<file path="config.mk">
export PLATFORM = sky130hd
export DESIGN_NAME = resolve_arbiter
export DESIGN_NICKNAME = d
export VERILOG_FILES = /design/src/rtl/resolve_arbiter.sv
export SDC_FILE = /design/constraint.sdc
export NUM_CORES = 1
export LEC_CHECK = 0
export BUFFER_PORTS_ARGS = -buffer_cell sky130_fd_sc_hd__buf_2
export CORE_ASPECT_RATIO = 0.8
export CORE_UTILIZATION = 30
export CTS_CLUSTER_SIZE = 14
export DETAILED_ROUTE_END_ITERATION = 16
export PLACE_DENSITY = 0.54
export REMOVE_ABC_BUFFERS = 1
export SLEW_MARGIN = 30
export SYNTH_ARGS = -nofsm -noshare
export SYNTH_HDL_FRONTEND = slang
export SYNTH_SLANG_ARGS = --single-unit
</file>
<file path="constraint.sdc">
create_clock -name clk -period 14.2 [get_ports clk]
set_input_delay 0.71 -clock clk [delete_from_list [all_inputs] [get_ports clk]]
set_output_delay 0.71 -clock clk [all_outputs]
set_load 0.005 [all_outputs]
</file>
<file path="src/rtl/resolve_arbiter.sv">
// resolve_arbiter: collects NUM_CH branch resolves, redirects on the oldest mispredict,
// filters wrong-path results and queues predictor updates.
module resolve_arbiter #(
    parameter int NUM_CH    = 2,
    parameter int PC_W      = 32,
    parameter int ROB_IDX_W = 5,
    parameter int UPD_DEPTH = 8
) (
    input  logic                        clk,
    input  logic                        rst_n,
    input  logic [NUM_CH-1:0]           fu_valid,
    input  logic [NUM_CH-1:0]           fu_taken,
    input  logic [NUM_CH*PC_W-1:0]      fu_src,
    input  logic [NUM_CH*PC_W-1:0]      fu_dst,
    input  logic [NUM_CH-1:0]           fu_pred_taken,
    input  logic [NUM_CH*PC_W-1:0]      fu_pred_dst,
    input  logic [NUM_CH*ROB_IDX_W-1:0] fu_rob_idx,
    output logic                        fu_ready,
    input  logic [ROB_IDX_W-1:0]        rob_head,
    input  logic                        recover_done,
    output logic                        redir_valid,
    output logic [PC_W-1:0]             redir_dst,
    output logic [ROB_IDX_W-1:0]        redir_rob_idx,
    output logic                        upd_valid,
    output logic [PC_W-1:0]             upd_src,
    output logic [PC_W-1:0]             upd_dst,
    output logic                        upd_taken,
    output logic                        upd_right,
    input  logic                        upd_ready
);
    localparam int AW = $clog2(UPD_DEPTH);
    localparam int CW = AW + 1;

    typedef enum logic {IDLE, SQUASH} state_t;
    typedef struct packed {
        logic [PC_W-1:0] src;
        logic [PC_W-1:0] dst;
        logic            taken;
        logic            right;
    } ent_t;

    state_t               state, state_nxt;
    logic                 squashing;
    logic [ROB_IDX_W-1:0] bnd_idx, bnd_age;
    logic [ROB_IDX_W-1:0] age [NUM_CH];
    logic [NUM_CH-1:0]    acc, right, surv;
    logic                 have_mis;
    logic [ROB_IDX_W-1:0] sel_age, sel_idx;
    logic [PC_W-1:0]      sel_dst;
    logic [AW-1:0]        wr_off [NUM_CH];
    logic [CW-1:0]        count, npush;
    logic [AW-1:0]        wr_ptr, rd_ptr;
    ent_t                 mem [UPD_DEPTH];
    ent_t                 head;
    logic                 pop;

    assign fu_ready = count <= CW'(UPD_DEPTH - NUM_CH);
    assign bnd_age  = bnd_idx - rob_head;

    // Ages are relative to rob_head so the modulo wrap of ROB indices orders correctly
    always_comb begin
        have_mis = 1'b0;
        sel_age  = '0;
        sel_idx  = '0;
        sel_dst  = '0;
        for (int i = 0; i < NUM_CH; i++) begin
            age[i]   = fu_rob_idx[i*ROB_IDX_W +: ROB_IDX_W] - rob_head;
            right[i] = fu_taken[i] == fu_pred_taken[i] && fu_dst[i*PC_W +: PC_W] == fu_pred_dst[i*PC_W +: PC_W];
            acc[i]   = fu_valid[i] && fu_ready && !(squashing && age[i] > bnd_age);
            if (acc[i] && !right[i] && (!have_mis || age[i] < sel_age)) begin
                have_mis = 1'b1;
                sel_age  = age[i];
                sel_idx  = fu_rob_idx[i*ROB_IDX_W +: ROB_IDX_W];
                sel_dst  = fu_dst[i*PC_W +: PC_W];
            end
        end
    end

    // Survivors exclude same-cycle branches younger than the selected mispredict
    always_comb begin
        npush = '0;
        for (int i = 0; i < NUM_CH; i++) begin
            surv[i]   = acc[i] && !(have_mis && age[i] > sel_age);
            wr_off[i] = npush[AW-1:0];
            npush     = npush + CW'(surv[i]);
        end
    end

    always_ff @(posedge clk) begin
        if (!rst_n) state <= IDLE;
        else        state <= state_nxt;
    end

    always_comb begin
        state_nxt = have_mis ? SQUASH : (state == SQUASH && recover_done) ? IDLE : state;
    end

    always_comb begin
        squashing = state == SQUASH;
    end

    always_ff @(posedge clk) begin
        if (!rst_n) begin
            bnd_idx       <= '0;
            redir_valid   <= 1'b0;
            redir_dst     <= '0;
            redir_rob_idx <= '0;
        end else begin
            redir_valid <= have_mis;
            if (have_mis) begin
                bnd_idx       <= sel_idx;
                redir_dst     <= sel_dst;
                redir_rob_idx <= sel_idx;
            end
        end
    end

    assign pop = upd_valid && upd_ready;

    always_ff @(posedge clk) begin
        if (!rst_n) begin
            wr_ptr <= '0;
            rd_ptr <= '0;
            count  <= '0;
        end else begin
            wr_ptr <= wr_ptr + npush[AW-1:0];
            rd_ptr <= rd_ptr + AW'(pop);
            count  <= count + npush - CW'(pop);
        end
    end

    always_ff @(posedge clk) begin
        for (int i = 0; i < NUM_CH; i++)
            if (surv[i])
                mem[wr_ptr + wr_off[i]] <= {fu_src[i*PC_W +: PC_W], fu_dst[i*PC_W +: PC_W], fu_taken[i], right[i]};
    end

    assign head      = mem[rd_ptr];
    assign upd_valid = count != '0;
    assign upd_src   = upd_valid ? head.src : '0;
    assign upd_dst   = upd_valid ? head.dst : '0;
    assign upd_taken = upd_valid && head.taken;
    assign upd_right = upd_valid && head.right;
endmodule

</file>
### After elaboration in Yosys (flattened, before gate mapping)

Memory sizes are Yosys's and may differ from the RTL's. A register that Yosys moved wholly into a read port is not among the register bits.
Cells that the tools add are included.

| storage, ports and cells | value |
|---|---|
| register bits after elaboration | 49 |
| RAM bits | 528 |
| input bits | 217 |
| word-level logic and storage cells | 73 |
| memories | 1 |

| cells by class | value |
|---|---|
| $add $sub $neg | 9 |
| order comparisons | 6 |
| equality and inequality tests | 4 |
| muxes and demuxes | 17 |
| reduce and logical (&&, ||, !) cells | 29 |

Memories:

| memory | depth | bits a word | rd ports | clocked after Yosys merged registers in | write ports | RTL line | source |
|---|---|---|---|---|---|---|---|
| mem | 8 | 66 | 1 | 1 | 2 | 53 | `ent_t mem [UPD_DEPTH];` |

Operator list:

| operator | number |
|---|---|
| 2-to-1 mux 32 bit | 4 |
| equality test 32 bit | 2 |
| greater-than comparator 5 bit | 4 |
| 2-to-1 mux 5 bit | 4 |
| logical AND 1 bit | 19 |
| subtractor 5 bit | 3 |
| 2-to-1 mux 1 bit | 8 |
| logical NOT 1 bit | 7 |
| adder 3 x 1 -> 3 bit | 2 |
| < comparator 5 bit | 1 |
| adder 4 x 2 -> 4 bit | 1 |
| <= comparator 4 x 3 -> 1 bit (second input constant) | 1 |
| nonzero test 4 bit | 1 |
| subtractor 4 x 1 -> 4 bit | 1 |
| adder 3 x 2 -> 3 bit | 1 |
| 2-to-1 mux 3 bit | 1 |
| adder 1 x 1 -> 2 bit | 1 |
| equality test 1 bit | 2 |
| nonzero test 2 bit | 1 |
| logical OR 1 bit | 1 |

### Depth between registers and ports, before layout

Gate-level depths: netlist of run 1.

| logic depth | value |
|---|---|
| word-level depth | 18 |
| gate-level depth with buffers | 40 |
| depth with buffers taken out | 38 |

### Worst setup path after synthesis of run 1

No wires, ideal clock.

| timing | value |
|---|---|
| kind | input -> register |
| start | input fu_rob_idx[0] |
| end | memory mem[2][0] (netlist name) (enable) |
| setup time | 671 ps |
| arrival time | 12432 ps |
| path slack | 1097 ps |
| cell stages on the path | 31 |
| path buffers | 3 |
| cell sequence | inv_1 -> ha_1 -> inv_1 -> fa_1 -> xnor2_1 -> inv_1 -> ha_1 -> o21ai_0 -> nand2b_1 -> maj3_1 -> a211oi_1 -> o31ai_2 -> inv_1 -> nand2_1 -> ha_1 -> a21oi_1 -> nor2b_1 -> o21ai_0 -> nand2b_1 -> a21oi_1 -> o21ai_0 -> clkbuf_1 -> clkbuf_1 -> o21ai_0 -> ha_1 -> nand2_1 -> a31oi_1 -> mux2i_1 -> o211a_1 -> clkbuf_1 -> o41ai_1 |

RTL lines:

| item | RTL line | source |
|---|---|---|
| start, declared | 17 | `input logic [NUM_CH*ROB_IDX_W-1:0] fu_rob_idx,` |
| end, declared | 53 |  |

==> results of run 1 <==
cell usage in the layout (no fill, tap or decap), drive strengths merged, types with 12 or more instances in the layout:
cell type / count
edfxtp: 528
mux2: 520
buf: 360
nor2: 146
mux4: 132
clkbuf: 81
mux2i: 76
dfxtp: 49
xor2: 45
ha: 44
xnor2: 42
o221ai: 37
inv: 34
nand2: 26
clkinv: 25
nor4: 14
a21oi: 12
cell families (layout without fill, tap and decap cells):
kind of cell	count (synthesis)	after routing	synth area share
adders and majority gates	52	52	0.02227
and+or+nand+nor	241	241	0.03476
buffers and inverters	219	512	0.02923
xor gates and xnor gates	87	87	0.02518
DFF	577	577	0.5509
other	0	3	0
muxes	728	728	0.3138
AOI/OAI and AO/OA	93	93	0.02391
stage by stage:
step | instances | utilization | hold slack (ns) | power [mW]
floorplan | 1809 | - | 0.5257 | 4.738
global placement | 3490 | 0.3324 | 0.5294 | 5.738
detailed placement | 3492 | 0.3331 | 0.5368 | 5.795
CTS | 3613 | 0.3553 | 0.2973 | 7.607
global route | 3615 | 0.3560 | 0.3345 | 7.909
finish | 3618 | 0.3561 | 0.3390 | 7.503
final cells by class:
cell class              count  area, um^2
clock buffers              81        1772
diodes                      3       7.507
inverters                  31       116.4
repair buffers            360        2003
fillers                  9660       64850
multi-input cells        1201       12990
clock inverters            40       464.2
flip-flops and latches    577       16850
well taps                1325        1658
where the power goes:
group / leakage (nW) / switching, mW / internal, mW
clock: 1.08 / 0.737 / 1.06
combinational: 6.23 / 1.82 / 1.26
sequential: 5.21 / 0.156 / 2.47
total: 12.5 / 2.71 / 4.79
flip-flops by register name, indices dropped and copies added, names as in the netlist:
| name | cells |
|---|---|
| bnd_idx | 5 |
| wr_ptr | 3 |
| redir_valid | 1 |
| mem | 528 |
| rd_ptr | 3 |
| count | 4 |
| redir_dst | 32 |
| squashing | 1 |
tightest hold or removal path, stage by stage:
cell	delay [ns]
buf_2	0.09
nor2_1	0.04
nor2_1	0.08
how the worst max path moves through the flow:
stage	from	end	depth (start not counted)
6_report	fu_rob_idx[0]	mem[5][12]	38
5_1_grt	fu_rob_idx[0]	mem[5][50]	38
3_5_place_dp	fu_rob_idx[0]	mem[5][50]	38
3_3_place_gp	fu_rob_idx[0]	mem[5][63]	38
4_1_cts	fu_rob_idx[0]	mem[5][38]	38
2_1_floorplan	fu_rob_idx[0]	mem[2][0]	28
layer usage:
layer	up-vias	wire length [um]	global-route usage
li1	8250	-	-
met1	9783	43470	0.2595
met2	619	45070	0.2989
met3	133	5972	0.03303
met4	10	1929	0.04174
met5	-	60	0
==> results.cfg, run 1 <==
[finish]
design_area_um2 = 35860
final_nets = 2505
area_growth_pct = 17.34
layout-drive-gt1-share = 0.4961

[place]
placed_cell_area_um2 = 33550
pre_cts_ws_ns = 4.247
gp_congestion = 0.8435
portBuffers = 322
dp_hpwl_mm = 60.95

[grt]
antenna_found_initial = 20
grt_first_pass_wirelength_mm = 139.7
grt-ovfl-total = 0
grt_pass1_vias = 19820
track_usage = 0.1854
grt_max_degree = 102

[drt]
remaining_drc_errors = 0
drtIter0Drc = 1356
wl_per_cell_um = 26.67
dr_total_vias = 18800
ant_nets = 0
drtPass1Iterations = 5
routed_via_density = 5.195
routed_wl_mm = 96.50

[clock_network]
clockBufferDepth = 3
path_clk_slew_ns = 0.06
cts_resized = 0
clkSinkCount = 577
clock_latency_ns = 0.62
htree_levels = 3
cts_buffers = 68
clockRootBuffer = clkbuf_16
cts_tree = done
postCtsSetupBuffers = 0
postCtsHoldBufs = 0

[worst_setup_path]
slowest_stage = o31ai_2
ff2ff_path_depth = 36
cp.required_ns = 14.44
start_kind = input pin
cp_num_buf_inv = 8
regToRegSetupSlack_ns = 4.99
cpPeakStageDelay_ns = 0.65
arrival_ns = 9.55
crit_type = in -> reg
r2r-start = bnd_idx[0]
worstSetupEndpointType = flip-flop
critPathTopFamily = compound AO/OA/AOI/OAI gates
cp_max_fo = 38
r2r-end = mem[5][12]
path_common_cell = ha_1

[die]
ios = 323
dieArea_um2 = 103200
initial_core_util = 0.3034
die_h_um = 287.5
core_um2 = 100700
num_rows = 104
die_x_um = 358.9

[sta]
finalHoldViolCount = 0
slew-limit-headroom = 0.3245
fin_crit_ns = 9.311
setup_ws_ns = 4.889
finalSetupViolations = 0
tightest_slew_ns = 1.013
slew_violations = 0
rsz0062_at_grt = no
fin_crit_sh = 0.6557
skew_ns = 0.02909
fmax_mhz = 107.4
tns_ns = 0

[yosys]
yosys_register_bits = 577
yosys.cell_count.top_type = edfxtp_1
synth_area_leaders = edfxtp_1, mux2_2, mux4_2
synth_top_area_share = 0.5188
yosysSeqAreaShare = 0.5509
yosysWarningCount = 0
syn_avg_cell_area_um2 = 15.30
async_flop_share = 0
synth-edff-count = 528
synth_cells = 1997
synth_commonest_cells = edfxtp_1, mux2_2, nor2_1
synth_cell_type_count = 49
ys.flop_type = edfxtp_1
syn_area_um2 = 30560
yosys.area.top_type = edfxtp_1

[hold_path]
holdCritStartpoint = fu_rob_idx[0]
hold_depth = 3
hold_path_end = bnd_idx[0]
hold_class = in -> reg

[run_status]
status = completed

[power_and_ir_drop]
power_density_nw_per_um2 = 209.2
p_leak_nw = 12.52
vdd_drop_max_v = 0.0002753

[job]
max_cap_viol_count = 0
Note: power is estimated with default switching activity, not from simulation.
==> inputs of run 2 (changes only) <==
==> constraint.sdc (replaced) <==
create_clock -name clk -period 9.3 [get_ports clk]
set_input_delay 0.465 -clock clk [delete_from_list [all_inputs] [get_ports clk]]
set_output_delay 0.465 -clock clk [all_outputs]
set_load 0.005 [all_outputs]
==> results.cfg, run 2 (synthesis gave the netlist of run 1 again) <==
[grt]
grt_max_degree = 67
grt_pass1_vias = 19840
track_usage = 0.1856
grt-ovfl-total = 0
grt_first_pass_wirelength_mm = 138.6
antenna_found_initial = 12

[finish]
regArea_um2 = 16850
fin_cells = 3625
final_nets = 2514
layout_common_cells = edfxtp_1, mux2_2, buf_2
area_growth_pct = 17.48
layout-drive-gt1-share = 0.4959
layout_commonest_cell = edfxtp_1
largest_register_ffs = 528
multi_input_area_um2 = 13010
fill_cells = 9712
final_util = 0.3565

[worst_setup_path]
cp_max_fo = 66
cp_num_buf_inv = 6
crit_type = reg -> reg
regToRegSetupSlack_ns = 1.11
slowest_stage = o31ai_2
cp.required_ns = 9.53
arrival_ns = 8.42
start_kind = flip-flop
cpPeakStageDelay_ns = 0.64
worstSetupEndpointType = flip-flop
path_common_cell = ha_1
critPathTopFamily = compound AO/OA/AOI/OAI gates

[sta]
rsz0062_at_grt = no
fmax_mhz = 122.1
slew_violations = 0
skew_ns = 0.01412
finalSetupViolations = 0
fin_crit_ns = 8.189
slew-limit-headroom = 0.3553
finalHoldViolCount = 0
whs_ns = 0.1004
tightest_slew_ns = 0.9671
fin_crit_sh = 0.8805

[place]
gp_congestion = 0.8385
portBuffers = 322
dp_hpwl_mm = 58.06
placed_cells = 3503

[clock_network]
clockBufferDepth = 3
clkSinkCount = 577
cts_buffers = 68
postCtsHoldBufs = 0
postCtsSetupBuffers = 0
htree_levels = 3
clock_latency_ns = 0.60
cts_tree = done
cts_resized = 0
clockRootBuffer = clkbuf_16
path_clk_slew_ns = 0.06

[die]
initial_core_util = 0.3034
core_um2 = 100700
die_h_um = 287.5
num_rows = 104
ios = 323
dieArea_um2 = 103200
die_x_um = 358.9

[drt]
routed_wl_mm = 97.05
drtPass1Iterations = 5
drtIter0Drc = 1479
dr_total_vias = 18860
wl_per_cell_um = 26.77
routed_via_density = 5.202
remaining_drc_errors = 0
ant_nets = 0

[power_and_ir_drop]
vdd_drop_max_v = 0.0003901
p_leak_nw = 12.54
power_density_nw_per_um2 = 320.2
fin_total_pwr_mw = 11.50

[job]
max_cap_viol_count = 0

[run_status]
status = completed

[hold_path]
hold_class = in -> reg
-- run 2: cell count changes in the layout (fill, tap and decap cells not counted), sizes merged --
cell	previous run	this run
clkinvlp	3	1
clkbuf	81	86
bufinv	9	4
diode	3	5
inv	34	32
buf	360	369
-- run 2: worst register-to-register path, delay by kind of cell (launching register included) --
| family | cells | cell delay (ns) |
|---|---|---|
| AND/OR/NAND/NOR | 9 | 1.21 |
| AO/OA/AOI/OAI | 11 | 2.79 |
| XOR/XNOR | 2 | 0.39 |
| adder cells (fa/ha/maj) | 7 | 1.76 |
| multiplexers | 1 | 0.23 |
| flip-flops | 1 | 0.32 |
| buffers and inverters | 6 | 1.04 |
-- run 2: through the flow --
stage | setup WS [ns] | area [um^2] | setup TNS [ns]
CTS | 1.049 | 35880 | 0
global placement | 0.4768 | 33760 | 0
floorplan | -5.043 | 29780 | -2886.11
global route | 0.4989 | 35900 | 0
finish | 1.111 | 35900 | 0
detailed placement | 0.4238 | 33800 | 0
-- run 2: final timing paths --
check | start | cells after the start | end
setup / recovery | bnd_idx[0] | 36 | mem[4][42]
hold / removal | fu_rob_idx[0] | 3 | bnd_idx[0]
setup reg to reg | bnd_idx[0] | 36 | mem[4][42]
hold reg to reg | redir_dst[24] | 2 | redir_dst[24]
-- run 2: final cells by class --
class | count | share of cell area
Sequential cell | 577 | 0.4692
Multi-Input combinational cell | 1201 | 0.3623
Timing Repair Buffer | 369 | 0.06095
Clock buffer | 86 | 0.05105
Tap cell | 1325 | 0.04618
Clock inverter | 31 | 0.006726
Inverter | 31 | 0.003241
Antenna cell | 5 | 0.0003485
-- run 2: metal layers --
metal	up-vias	wire [um]	track usage
met2	654	45580	0.3038
met5	-	48	0
li1	8280	-	-
met1	9792	42310	0.2464
met3	122	6903	0.04402
met4	8	2211	0.04850
-- run 2: report_power, final --
part / switching (mW) / internal [mW] / leakage, nW
Combinational: 2.95 / 2.01 / 6.31
Sequential: 0.210 / 3.77 / 5.21
Clock: 1.07 / 1.50 / 1.01
Total: 4.23 / 7.27 / 12.5
